### config.mk
export PLATFORM = sky130hd
export DESIGN_NAME = gray_step_monitor
export DESIGN_NICKNAME = d
export VERILOG_FILES = /design/src/rtl/gray_step_monitor.sv
export SDC_FILE = /design/constraint.sdc
export NUM_CORES = 1
export LEC_CHECK = 0
export ABC_CLOCK_PERIOD_IN_PS = 2800
export CORE_MARGIN = 2
export CORE_UTILIZATION = 30
export CTS_CLUSTER_SIZE = 12
export DETAILED_ROUTE_END_ITERATION = 10
export PLACE_DENSITY = 0.51
export REMOVE_ABC_BUFFERS = 1
export SLEW_MARGIN = 0
export SYNTH_ARGS = -nofsm -noshare
export SYNTH_HDL_FRONTEND = slang
export SYNTH_SLANG_ARGS = --single-unit
### constraint.sdc
create_clock -name clk -period 2.8 [get_ports clk]
set_input_delay 0.42 -clock clk [delete_from_list [all_inputs] [get_ports clk]]
set_output_delay 0.42 -clock clk [all_outputs]
set_load 0.005 [all_outputs]
### src/rtl/gray_step_monitor.sv
// rtl/gray_step_monitor.sv - synchronize a Gray bus, decode to binary, classify +1/-1/jump steps
module gray_step_monitor #(
  parameter int N           = 8,
  parameter int SYNC_STAGES = 2,
  parameter int ERR_W       = 8
) (
  input  logic             clk,
  input  logic             rst,
  input  logic [N-1:0]     gray_in,
  input  logic             clr_err,
  output logic [N-1:0]     bin_out,
  output logic             valid,
  output logic             step_up,
  output logic             step_down,
  output logic             jump_err,
  output logic [ERR_W-1:0] err_cnt,
  output logic             err_sticky
);

  localparam int FW = $clog2(SYNC_STAGES + 1);
  localparam logic [ERR_W-1:0] ERR_MAX = {ERR_W{1'b1}};

  typedef enum logic {S_FILL, S_TRACK} state_t;

  state_t           r_state;
  state_t           w_next_state;
  logic [N-1:0]     r_sync [SYNC_STAGES];
  logic [FW-1:0]    r_fill;
  logic [N-1:0]     r_prev;
  logic [N-1:0]     r_bin;
  logic             r_valid;
  logic             r_up;
  logic             r_down;
  logic             r_jump;
  logic [ERR_W-1:0] r_err_cnt;
  logic             r_sticky;

  logic [N-1:0]     w_sync_g;
  logic [N-1:0]     w_bin;
  logic             w_fill_done;
  logic             w_load;
  logic             w_up;
  logic             w_down;
  logic             w_jump;

  assign w_sync_g = r_sync[SYNC_STAGES-1];

  // Multi-flop synchronizer on the asynchronous Gray bus
  always_ff @(posedge clk or negedge rst) begin
    if (!rst) begin
      for (int i = 0; i < SYNC_STAGES; i++) r_sync[i] <= '0;
    end else begin
      r_sync[0] <= gray_in;
      for (int i = 1; i < SYNC_STAGES; i++) r_sync[i] <= r_sync[i-1];
    end
  end

  // Gray to binary: each binary bit is the XOR of all Gray bits at or above it
  always_comb begin
    w_bin = '0;
    for (int i = 0; i < N; i++) w_bin[i] = ^(w_sync_g >> i);
  end

  // Fill counter waits for the synchronizer to flush stale reset data
  always_ff @(posedge clk or negedge rst) begin
    if (!rst) begin
      r_fill <= '0;
    end else if (r_state == S_FILL && !w_fill_done) begin
      r_fill <= r_fill + FW'(1);
    end
  end

  assign w_fill_done = (r_state == S_FILL) && (r_fill == FW'(SYNC_STAGES));

  // FSM state register
  always_ff @(posedge clk or negedge rst) begin
    if (!rst) r_state <= S_FILL;
    else      r_state <= w_next_state;
  end

  // FSM next-state logic: one pass through fill, then track forever
  always_comb begin
    w_next_state = r_state;
    if (w_fill_done) w_next_state = S_TRACK;
  end

  // FSM outputs: step classification against the previous decode
  always_comb begin
    w_load = 1'b0;
    w_up   = 1'b0;
    w_down = 1'b0;
    w_jump = 1'b0;
    if (w_fill_done) begin
      w_load = 1'b1;
    end else if (r_state == S_TRACK) begin
      w_load = 1'b1;
      if (w_bin == r_prev + N'(1))      w_up   = 1'b1;
      else if (w_bin == r_prev - N'(1)) w_down = 1'b1;
      else if (w_bin != r_prev)         w_jump = 1'b1;
    end
  end

  // Registered decode, reference value and single-cycle step pulses
  always_ff @(posedge clk or negedge rst) begin
    if (!rst) begin
      r_prev  <= '0;
      r_bin   <= '0;
      r_valid <= 1'b0;
      r_up    <= 1'b0;
      r_down  <= 1'b0;
      r_jump  <= 1'b0;
    end else begin
      if (w_load) begin
        r_prev <= w_bin;
        r_bin  <= w_bin;
      end
      if (w_fill_done) r_valid <= 1'b1;
      r_up   <= w_up;
      r_down <= w_down;
      r_jump <= w_jump;
    end
  end

  // Saturating error count and sticky flag; a jump in the clear cycle wins
  always_ff @(posedge clk or negedge rst) begin
    if (!rst) begin
      r_err_cnt <= '0;
      r_sticky  <= 1'b0;
    end else if (w_jump) begin
      r_sticky <= 1'b1;
      if (clr_err)                   r_err_cnt <= ERR_W'(1);
      else if (r_err_cnt != ERR_MAX) r_err_cnt <= r_err_cnt + ERR_W'(1);
    end else if (clr_err) begin
      r_err_cnt <= '0;
      r_sticky  <= 1'b0;
    end
  end

  assign bin_out    = r_bin;
  assign valid      = r_valid;
  assign step_up    = r_up;
  assign step_down  = r_down;
  assign jump_err   = r_jump;
  assign err_cnt    = r_err_cnt;
  assign err_sticky = r_sticky;

endmodule

# Word level (Yosys, flattened, before mapping)

Cells that the tools add are included.

Latch bits: 0
Memory bits (read-only): 0
Bits in writable memories: 0
Memories kept: 0
Logic and storage cells: 54
Input port bits: 11
Register bits after elaboration: 39
Output and inout port bits: 21

Shift operators: 0
Add/sub/neg operators: 4
$mul: 0
Divide/modulo/power cells: 0
$lt $le $gt $ge: 0
Bitwise operators: 1
Mux-type cells: 20
Reductions and logical operators: 14
Eq/ne operators: 5

Operators by type and width:

| kind                                                               | number |
|---|---|
| 8-bit XOR reduction                                                | 8 |
| 8-bit two-way mux                                                  | 4 |
| 8-bit by 1-bit adder with 8-bit output, second input constant      | 2 |
| 8-bit equality test                                                | 2 |
| 1-bit two-way mux                                                  | 16 |
| 8-bit != test                                                      | 1 |
| 8-bit != test, second input constant                               | 1 |
| 8-bit by 1-bit subtractor with 8-bit output, second input constant | 1 |
| 2-bit nonzero test                                                 | 2 |
| 2-bit by 1-bit adder with 2-bit output, second input constant      | 1 |
| 2-bit equality test, second input constant                         | 1 |
| 1-bit logical AND                                                  | 2 |
| 2-bit AND reduction                                                | 1 |
| 1-bit logical NOT                                                  | 1 |
| 1-bit inverter                                                     | 1 |

# Longest topological paths before layout

Gate-level depths: netlist of run 1.

Depth after elaboration: 9
Mapped depth: 12

# Worst setup path after synthesis of run 1

Ideal clock, no wire load.

Path type: reg-to-reg
Start: reg r_sync (netlist bit w_sync_g[7])
End: reg r_err_cnt[2] (netlist: err_cnt[2])
Path buffers: 1
Period minus slack after synthesis: 2.807 ns
Arrival time: 2.682 ns
Data required time: 2.675 ns
Path slack: -0.007 ns
Cell stages (with the launch flop): 10
Cells stage by stage: dfrtp_1 -> buf_6 -> xnor3_2 -> xnor3_2 -> or4_1 -> nand2_1 -> nand3_2 -> o21ai_4 -> and4b_1 -> mux2_4

Cells in the longest elaborated chain, start to end: 9

RTL lines:

| item                          | RTL line | text |
|---|---|---|
| from (decl)                   | 27       | `logic [N-1:0] r_sync [SYNC_STAGES];` |
| 8-bit XOR reduction           | 61       | `for (int i = 0; i < N; i++) w_bin[i] = ^(w_sync_g >> i);` |
| 8-bit != test                 | 99       | `else if (w_bin != r_prev) w_jump = 1'b1;` |
| 1-bit two-way mux             | 99       |  |
| 1-bit two-way mux             | 98       | `else if (w_bin == r_prev - N'(1)) w_down = 1'b1;` |
| 1-bit two-way mux *           | 97       | `if (w_bin == r_prev + N'(1)) w_up = 1'b1;` |
| 1-bit two-way mux *           | 95       | `end else if (r_state == S_TRACK) begin` |
| 1-bit two-way mux *           | 93       | `if (w_fill_done) begin` |
| 2-bit nonzero test (no line)  | n/a      |  |
| 2-bit AND reduction (no line) | n/a      |  |
| to (signal assigned)          | 132      | `else if (r_err_cnt != ERR_MAX) r_err_cnt <= r_err_cnt + ERR_W'(1);` |
| to (decl)                     | 35       | `logic [ERR_W-1:0] r_err_cnt;` |

Every way passes the cells marked *; elsewhere a longest branch is shown, timed or not.
A chain may end at the register's enable or synchronous reset.

==> run_summary.xml, run 1 <==
<?xml version="1.0" encoding="UTF-8"?>
<metrics>
  <group name="status">
    <metric name="status" unit="">finished clean</metric>
  </group>
  <group name="pwr">
    <metric name="power.switching" unit="mW">0.725</metric>
    <metric name="switching_share_of_total_power" unit="%">33.6</metric>
    <metric name="combinationalPowerShare" unit="%">45.4</metric>
    <metric name="pwr-share-clk" unit="%">23.0</metric>
    <metric name="p_total" unit="mW">2.16</metric>
    <metric name="vdd_ir_drop_max" unit="mV">0.293</metric>
    <metric name="pwr-share-seq" unit="%">31.6</metric>
    <metric name="power.density" unit="nW/um2">674</metric>
    <metric name="leakagePower" unit="nW">1.41</metric>
    <metric name="power_report.internal_total" unit="mW">1.43</metric>
  </group>
  <group name="cells_and_area">
    <metric name="mostFrequentLayoutCell" unit="">sky130_fd_sc_hd__dfrtp_1</metric>
    <metric name="area_growth" unit="%">38.4</metric>
    <metric name="layout.filler_cells" unit="">748</metric>
    <metric name="layout.nets" unit="">297</metric>
    <metric name="count_of_non_filler_cells_in_the_finished_layout" unit="">385</metric>
    <metric name="post-route-util" unit="%">42.1</metric>
    <metric name="diodes" unit="">0</metric>
    <metric name="mostFrequentLayoutCells" unit="">sky130_fd_sc_hd__dfrtp_1, sky130_fd_sc_hd__buf_4, sky130_fd_sc_hd__clkdlybuf4s50_1, sky130_fd_sc_hd__nand2_1, sky130_fd_sc_hd__xnor2_1</metric>
    <metric name="post_route_cells_drive_above_1_share" unit="%">26.9</metric>
  </group>
  <group name="clock_network">
    <metric name="cts.sink_count" unit="">39</metric>
    <metric name="worst_setup_hold_path_clk_slew" unit="ns">0.08</metric>
    <metric name="clock_tree.htree_level_count" unit="">2</metric>
    <metric name="cts-hold-fix-buffers" unit="">0</metric>
    <metric name="tritoncts.num_buffers" unit="">5</metric>
    <metric name="root_buffer" unit="">sky130_fd_sc_hd__clkbuf_8</metric>
    <metric name="deepest_clock_path_buffer_count" unit="">2</metric>
    <metric name="insertion_delay" unit="ns">0.30</metric>
    <metric name="cts_tree" unit="">yes</metric>
  </group>
  <group name="run">
    <metric name="max_cap_viol_count" unit="">0</metric>
  </group>
  <group name="die">
    <metric name="die_h" unit="um">91.8</metric>
    <metric name="boundaryPins" unit="">32</metric>
    <metric name="die_area" unit="um2">8420</metric>
    <metric name="count_of_standard_cell_rows" unit="">32</metric>
    <metric name="floorplan.initialDensity" unit="%">30.4</metric>
    <metric name="core-area" unit="um2">7610</metric>
    <metric name="dieWidth" unit="um">91.8</metric>
  </group>
  <group name="route">
    <metric name="drt_wl_total" unit="mm">5.39</metric>
    <metric name="via_per_instance_ratio" unit="">4.69</metric>
    <metric name="detail_route.drc_violations" unit="">0</metric>
    <metric name="ant_nets" unit="">0</metric>
    <metric name="avgRoutedWirePerCell" unit="um">14.0</metric>
    <metric name="drtIter0Drc" unit="">85</metric>
    <metric name="via_count" unit="">1806</metric>
    <metric name="firstDrtPassIters" unit="">4</metric>
  </group>
  <group name="timing">
    <metric name="maximum_frequency_from_static_timing_analysis" unit="GHz">0.364</metric>
    <metric name="final.min_clock_period" unit="ns">2.75</metric>
    <metric name="report.final.setup_viol" unit="">0</metric>
    <metric name="final.period_utilization" unit="%">98.0</metric>
    <metric name="report.final.slew_viol_count" unit="">0</metric>
    <metric name="max_clock_skew" unit="ns">0.0120</metric>
    <metric name="final-hold-violation-count" unit="">0</metric>
    <metric name="grt_setup_unrepaired" unit="">true</metric>
    <metric name="slew_headroom" unit="%">40.8</metric>
    <metric name="fin_hold_ws" unit="ns">0.248</metric>
    <metric name="final.setup.tns" unit="ns">0</metric>
    <metric name="timing_worst_slew_pin_value" unit="ns">0.887</metric>
  </group>
  <group name="synth">
    <metric name="ys_seq_area_share" unit="%">42.2</metric>
    <metric name="post-synth-top-area-fraction" unit="%">42.2</metric>
    <metric name="synth_async_sr_flop_share" unit="%">100</metric>
    <metric name="synthesized_cell_area" unit="um2">2310</metric>
    <metric name="yosys_register_bits" unit="">39</metric>
    <metric name="dominant_synthesized_flop_cell" unit="">sky130_fd_sc_hd__dfrtp_1</metric>
    <metric name="ys.warnings.count" unit="">0</metric>
    <metric name="post-synth-top-area-cell" unit="">sky130_fd_sc_hd__dfrtp_1</metric>
    <metric name="netlist_top_cells_area" unit="">sky130_fd_sc_hd__dfrtp_1, sky130_fd_sc_hd__xnor2_1, sky130_fd_sc_hd__nand2_1</metric>
    <metric name="synth_enable_flop_cells" unit="">0</metric>
    <metric name="syn-mean-instance-area" unit="um2">10.5</metric>
    <metric name="syn_inst" unit="">220</metric>
    <metric name="yosysUniqueCellTypes" unit="">60</metric>
  </group>
  <group name="worst_setup_path">
    <metric name="critical-path-max-stage-delay" unit="ns">0.56</metric>
    <metric name="timing_worst_setup_path_type" unit="">reg -&gt; reg</metric>
    <metric name="arrival" unit="ns">2.92</metric>
    <metric name="worst_ep_required_time" unit="ns">2.98</metric>
    <metric name="worstSetupEndpointType" unit="">register</metric>
    <metric name="worst_setup_path_start_kind" unit="">register</metric>
    <metric name="critical_path_peak_fanout" unit="">7</metric>
    <metric name="critical_path.slowest_cell" unit="">sky130_fd_sc_hd__or4_4</metric>
    <metric name="crit_path_cell_trace" unit="">buf_4 -&gt; buf_4 -&gt; ha_1 -&gt; buf_4 -&gt; xnor2_1 -&gt; or4_4 -&gt; nand2_4 -&gt; nand3_4 -&gt; o21ai_4 -&gt; and4b_1 -&gt; mux2_4</metric>
    <metric name="critical_path.most_common_cell" unit="">sky130_fd_sc_hd__buf_4</metric>
  </group>
  <group name="global_routing">
    <metric name="globalRouteTotalUtil" unit="%">13.6</metric>
    <metric name="grt_first_pass_wirelength" unit="mm">8.94</metric>
    <metric name="grt_overflow_total" unit="">0</metric>
    <metric name="antenna_found_initial" unit="">0</metric>
    <metric name="pin_count_of_the_biggest_net_entering_global_routing" unit="">40</metric>
    <metric name="grt_pass1_vias" unit="">1848</metric>
  </group>
  <group name="placed_design">
    <metric name="buffer_ports.inserted" unit="">31</metric>
    <metric name="gpl.final_weighted_congestion" unit="">0.801</metric>
    <metric name="dp_hpwl" unit="mm">3.83</metric>
    <metric name="placed_cells_incl_taps" unit="">371</metric>
  </group>
  <group name="min_path">
    <metric name="hold_class" unit="">in -&gt; async</metric>
  </group>
</metrics>
## kinds of logic after synthesis
family          after synthesis  synth area share [%]
flops                        39                  42.2
mux                           9                  4.60
buf+inv                      20                  3.90
simple gates                 82                  19.3
xor+xnor                     29                  15.7
fa+ha+maj                     4                  2.17
compound gates               37                  12.1
## through the flow
step	cell area, um2	worst slack [ns]
final	3200	0.0550
after global routing	3200	-0.0682
after CTS	3050	0.0158
after detailed placement	2910	-0.0389
after global placement	2910	-0.0281
after floorplan	2250	-0.0338
## state kept, by name, indices dropped and copies added, names as in the netlist
| signal | flops |
|---|---|
| bin_out | 8 |
| err_cnt | 8 |
| r_sync | 8 |
| w_sync_g | 8 |
| r_fill | 2 |
| err_sticky | 1 |
| jump_err | 1 |
| step_down | 1 |
| step_up | 1 |
| valid | 1 |
## cell type report
cell class                 count  area, um2  area share [%]
inverter                       9       33.8            1.06
clock inverter                 2       35.0            1.10
clock buffer                   6       82.6            2.58
multi-input combinational    161       1370            42.9
tap                          102        128            3.99
timing repair buffer          66        572            17.9
sequential                    39        976            30.5
## what timing repair did
item                                    in CTS  in global routing
hold endpoints to repair                     0                  0
buffers inserted                             0                  6
endpoints found under the setup margin       5                 10
gates resized for setup                      3                 17
pin swaps                                    1                 12
## Yosys cell counts (4+ instances only)
library cell / n
sky130_fd_sc_hd__a21oi_1: 5
sky130_fd_sc_hd__and3_1: 7
sky130_fd_sc_hd__buf_2: 6
sky130_fd_sc_hd__dfrtp_1: 39
sky130_fd_sc_hd__ha_1: 4
sky130_fd_sc_hd__inv_1: 8
sky130_fd_sc_hd__mux2i_1: 5
sky130_fd_sc_hd__nand2_1: 23
sky130_fd_sc_hd__nand3_1: 7
sky130_fd_sc_hd__nor2_1: 13
sky130_fd_sc_hd__nor3_1: 4
sky130_fd_sc_hd__o21ai_0: 9
sky130_fd_sc_hd__xnor2_1: 14
sky130_fd_sc_hd__xor2_1: 7
## path summary, 6_finish.rpt
| check | slack, ns | end | depth (start not counted) | startpoint |
|---|---|---|---|---|
| worst max-delay path | 0.05 | err_cnt[2] | 11 | bin_out[1] |
| worst min-delay path | 0.25 | err_cnt[1] | 1 | rst |
| worst max register to register | 0.05 | err_cnt[2] | 11 | bin_out[1] |
| worst min register to register | 0.34 | w_sync_g[3] | 0 | r_sync[11] |
| max in group asynchronous | 2.00 | r_sync[11] | 1 | rst |
| min in group clk | 0.34 | w_sync_g[3] | 0 | r_sync[11] |
## critical path: cells and delay by family (launching register included)
kind | cells | cell delay, ns
fa+ha+maj | 1 | 0.19
compound gates | 1 | 0.23
xor+xnor | 1 | 0.14
flops | 1 | 0.38
buf+inv | 3 | 0.45
simple gates | 4 | 0.95
mux | 1 | 0.29
## per-layer routing
layer,vias to the layer above,wire [um],track usage (%)
li1,901,-,-
met1,871,2580,18.1
met2,30,2560,21.6
met3,4,175,2.88
met4,0,74,5.22
met5,-,0,0
## power groups by stage
stage / clock network [mW] / registers (mW) / logic (mW)
floorplan: 0 / 0.716 / 0.464
detailed placement: 0 / 0.689 / 0.863
finish: 0.495 / 0.682 / 0.980
global route: 0.538 / 0.692 / 1.07
CTS: 0.514 / 0.680 / 0.875
global placement: 0 / 0.689 / 0.862
Power figures use the tool's default switching activity.
==> run 2: changes to the inputs <==
Settings changed: ABC_AREA set to 1, HOLD_SLACK_MARGIN set to 0.15, PLACE_DENSITY 0.51 to 0.5.
==> run 2 against run 1 <==
Wire length rose by 15%. Setup slack improved by 0.56 ns. Via count rose by 29%. Combinational power fell by 51%. Critical path depth rose by 3. Critical path type unchanged. Largest power group is now registers. Highest routed layer unchanged.
==> run_summary.xml, run 2 <==
<?xml version="1.0" encoding="UTF-8"?>
<metrics>
  <group name="timing">
    <metric name="timing_worst_slew_pin_value" unit="ns">0.873</metric>
    <metric name="final-hold-violation-count" unit="">0</metric>
    <metric name="slew_headroom" unit="%">41.8</metric>
    <metric name="report.final.slew_viol_count" unit="">0</metric>
    <metric name="max_clock_skew" unit="ns">0.0159</metric>
    <metric name="fin_hold_ws" unit="ns">0.225</metric>
    <metric name="final.period_utilization" unit="%">78.0</metric>
    <metric name="layout_setup_ws" unit="ns">0.615</metric>
    <metric name="final.min_clock_period" unit="ns">2.18</metric>
    <metric name="maximum_frequency_from_static_timing_analysis" unit="GHz">0.458</metric>
    <metric name="final.setup.tns" unit="ns">0</metric>
    <metric name="report.final.setup_viol" unit="">0</metric>
    <metric name="grt_setup_unrepaired" unit="">false</metric>
  </group>
  <group name="clock_network">
    <metric name="cts.sink_count" unit="">39</metric>
    <metric name="cts_tree" unit="">yes</metric>
    <metric name="clock_tree.htree_level_count" unit="">2</metric>
    <metric name="deepest_clock_path_buffer_count" unit="">2</metric>
    <metric name="cts-hold-fix-buffers" unit="">0</metric>
    <metric name="number_of_gates_given_a_new_drive_strength_after_cts" unit="">0</metric>
    <metric name="root_buffer" unit="">sky130_fd_sc_hd__clkbuf_8</metric>
    <metric name="insertion_delay" unit="ns">0.30</metric>
    <metric name="post-cts-setup-buffer-count" unit="">0</metric>
    <metric name="worst_setup_hold_path_clk_slew" unit="ns">0.09</metric>
    <metric name="tritoncts.num_buffers" unit="">5</metric>
  </group>
  <group name="worst_setup_path">
    <metric name="critical_path.reg2reg.startpoint" unit="">bin_out[1]</metric>
    <metric name="count_of_buffering_cells_on_the_critical_path_with_inverters_included" unit="">1</metric>
    <metric name="worstSetupEndpointType" unit="">register</metric>
    <metric name="critical-path-max-stage-delay" unit="ns">0.51</metric>
    <metric name="timing.critical_path.depth" unit="">14</metric>
    <metric name="critical_path.most_common_cell" unit="">sky130_fd_sc_hd__nand2_1</metric>
    <metric name="critPathTopFamily" unit="">simple AND/OR/NAND/NOR gates</metric>
    <metric name="timing.rr.end" unit="">err_cnt[0]</metric>
    <metric name="worst_setup_path_start_kind" unit="">register</metric>
    <metric name="timing.reg2reg.setup_slack" unit="ns">0.62</metric>
    <metric name="reg2regPathDepth" unit="">14</metric>
    <metric name="arrival" unit="ns">2.36</metric>
    <metric name="critical_path_peak_fanout" unit="">8</metric>
    <metric name="worst_ep_required_time" unit="ns">2.98</metric>
    <metric name="critical_path.slowest_cell" unit="">sky130_fd_sc_hd__dfrtp_1</metric>
    <metric name="crit_path_cell_trace" unit="">ha_1 -&gt; nand3_1 -&gt; nor2_1 -&gt; inv_1 -&gt; nand3_1 -&gt; nand2_1 -&gt; nor2_2 -&gt; nand2_1 -&gt; nor2_4 -&gt; nand3_4 -&gt; nand2_4 -&gt; nor2_8 -&gt; o211ai_2 -&gt; nand2_1</metric>
    <metric name="timing_worst_setup_path_type" unit="">reg -&gt; reg</metric>
  </group>
  <group name="synth">
    <metric name="yosys-top-cells-count" unit="">sky130_fd_sc_hd__nand2_1, sky130_fd_sc_hd__dfrtp_1, sky130_fd_sc_hd__nand3_1, sky130_fd_sc_hd__inv_1, sky130_fd_sc_hd__nand2_2</metric>
    <metric name="fraction_of_the_mapped_netlist_area_in_compound_gates" unit="%">3.01</metric>
    <metric name="yosysUniqueCellTypes" unit="">29</metric>
    <metric name="post-synth-top-area-fraction" unit="%">35.6</metric>
    <metric name="synth.area.mux_share" unit="%">0</metric>
    <metric name="syn_inst" unit="">366</metric>
    <metric name="synthesized_cell_area" unit="um2">2740</metric>
    <metric name="ys_seq_area_share" unit="%">35.6</metric>
    <metric name="ys.warnings.count" unit="">0</metric>
    <metric name="post-synth-top-area-cell" unit="">sky130_fd_sc_hd__dfrtp_1</metric>
    <metric name="synth_async_sr_flop_share" unit="%">100</metric>
    <metric name="syn-mean-instance-area" unit="um2">7.49</metric>
    <metric name="synth_adder_area_share" unit="%">1.83</metric>
    <metric name="post-synth-top-count-cell" unit="">sky130_fd_sc_hd__nand2_1</metric>
    <metric name="yosys_register_bits" unit="">39</metric>
    <metric name="synth_top_family_by_area" unit="">simple AND/OR/NAND/NOR gates</metric>
    <metric name="netlist_top_cells_area" unit="">sky130_fd_sc_hd__dfrtp_1, sky130_fd_sc_hd__nand2_1, sky130_fd_sc_hd__nand2_2</metric>
    <metric name="dominant_synthesized_flop_cell" unit="">sky130_fd_sc_hd__dfrtp_1</metric>
    <metric name="synthSimpleGateAreaFrac" unit="%">50.1</metric>
    <metric name="synthXorXnorAreaFrac" unit="%">3.52</metric>
    <metric name="synth_enable_flop_cells" unit="">0</metric>
  </group>
  <group name="cells_and_area">
    <metric name="mostFrequentLayoutCells" unit="">sky130_fd_sc_hd__nand2_1, sky130_fd_sc_hd__dfrtp_1, sky130_fd_sc_hd__nand3_1, sky130_fd_sc_hd__inv_1, sky130_fd_sc_hd__clkdlybuf4s50_1</metric>
    <metric name="diodes" unit="">0</metric>
    <metric name="layout.nets" unit="">415</metric>
    <metric name="count_of_non_filler_cells_in_the_finished_layout" unit="">509</metric>
    <metric name="mostFrequentLayoutCell" unit="">sky130_fd_sc_hd__nand2_1</metric>
    <metric name="post_route_cells_drive_above_1_share" unit="%">20.0</metric>
    <metric name="layout.filler_cells" unit="">912</metric>
    <metric name="area_growth" unit="%">19.8</metric>
  </group>
  <group name="route">
    <metric name="firstDrtPassIters" unit="">5</metric>
    <metric name="drt_wl_total" unit="mm">6.20</metric>
    <metric name="avgRoutedWirePerCell" unit="um">12.2</metric>
    <metric name="via_per_instance_ratio" unit="">4.58</metric>
    <metric name="drtIter0Drc" unit="">138</metric>
    <metric name="via_count" unit="">2333</metric>
    <metric name="detail_route.drc_violations" unit="">0</metric>
    <metric name="ant_nets" unit="">0</metric>
  </group>
  <group name="pwr">
    <metric name="vdd_ir_drop_max" unit="mV">0.204</metric>
    <metric name="leakagePower" unit="nW">1.67</metric>
    <metric name="p_total" unit="mW">1.64</metric>
    <metric name="power.density" unit="nW/um2">500</metric>
  </group>
  <group name="placed_design">
    <metric name="placed_cells_incl_taps" unit="">501</metric>
    <metric name="dp_hpwl" unit="mm">4.78</metric>
    <metric name="post-place-ws" unit="ns">0.610</metric>
    <metric name="gpl.final_weighted_congestion" unit="">0.857</metric>
    <metric name="buffer_ports.inserted" unit="">31</metric>
  </group>
  <group name="status">
    <metric name="status" unit="">finished clean</metric>
  </group>
  <group name="global_routing">
    <metric name="grt_overflow_total" unit="">0</metric>
    <metric name="globalRouteTotalUtil" unit="%">13.6</metric>
    <metric name="grt_pass1_vias" unit="">2197</metric>
    <metric name="pin_count_of_the_biggest_net_entering_global_routing" unit="">40</metric>
    <metric name="antenna_found_initial" unit="">0</metric>
    <metric name="grt_first_pass_wirelength" unit="mm">10.8</metric>
  </group>
  <group name="die">
    <metric name="boundaryPins" unit="">32</metric>
    <metric name="die_area" unit="um2">9910</metric>
    <metric name="count_of_standard_cell_rows" unit="">34</metric>
    <metric name="core-area" unit="um2">8810</metric>
    <metric name="die_h" unit="um">99.6</metric>
    <metric name="floorplan.initialDensity" unit="%">31.1</metric>
    <metric name="dieWidth" unit="um">99.6</metric>
  </group>
  <group name="min_path">
    <metric name="hold_class" unit="">in -&gt; async</metric>
  </group>
  <group name="run">
    <metric name="max_cap_viol_count" unit="">0</metric>
  </group>
</metrics>
## run 2: report_power, final
part / switching (mW) / total (mW) / internal (mW)
sequential: 0.0565 / 0.655 / 0.599
combinational: 0.291 / 0.485 / 0.194
clock: 0.214 / 0.502 / 0.289
## run 2: worst max path at each step
stage | slack (ns) | startpoint | endpoint
after floorplan | 0.94 | bin_out[0] | err_cnt[0]
after global placement | 0.61 | bin_out[1] | err_cnt[2]
after detailed placement | 0.61 | bin_out[1] | err_cnt[0]
after CTS | 0.59 | bin_out[1] | err_cnt[0]
after global routing | 0.37 | bin_out[0] | err_cnt[4]
final | 0.62 | bin_out[1] | err_cnt[0]
## run 2: final cells by class
cell class	instances	area, um2	area share (%)
Inverter	37	139	4.23
Timing Repair Buffer	32	313	9.53
Sequential cell	39	976	29.7
Multi-Input combinational cell	285	1600	48.8
Clock inverter	2	35.0	1.07
Clock buffer	6	82.6	2.52
Tap cell	108	135	4.12
## run 2: cells by family (layout without fill, tap and decap cells)
family / after synthesis / count (layout)
and+or+nand+nor: 256 / 256
buffers and inverters: 42 / 77
DFF: 39 / 39
AOI/OAI and AO/OA: 14 / 14
xor gates and xnor gates: 11 / 11
adders and majority gates: 4 / 4
## run 2: metal layers
| layer | up-vias | part of all wire [%] | wire length [um] | GRT usage, % |
|---|---|---|---|---|
| li1 | 1216 | - | - | - |
| met1 | 1077 | 51 | 3180 | 19.7 |
| met2 | 35 | 44 | 2730 | 20.6 |
| met3 | 5 | 3.4 | 212 | 2.53 |
| met4 | 0 | 1.2 | 72 | 3.79 |
| met5 | - | 0 | 0 | 0 |
## run 2: metrics by stage
| step | util [%] | cell area (um2) |
|---|---|---|
| global route | 37.3 | 3280 |
| floorplan | - | 2720 |
| finish | 37.3 | 3280 |
| global placement | 35.9 | 3160 |
| CTS | 37.3 | 3280 |
| detailed placement | 35.9 | 3160 |
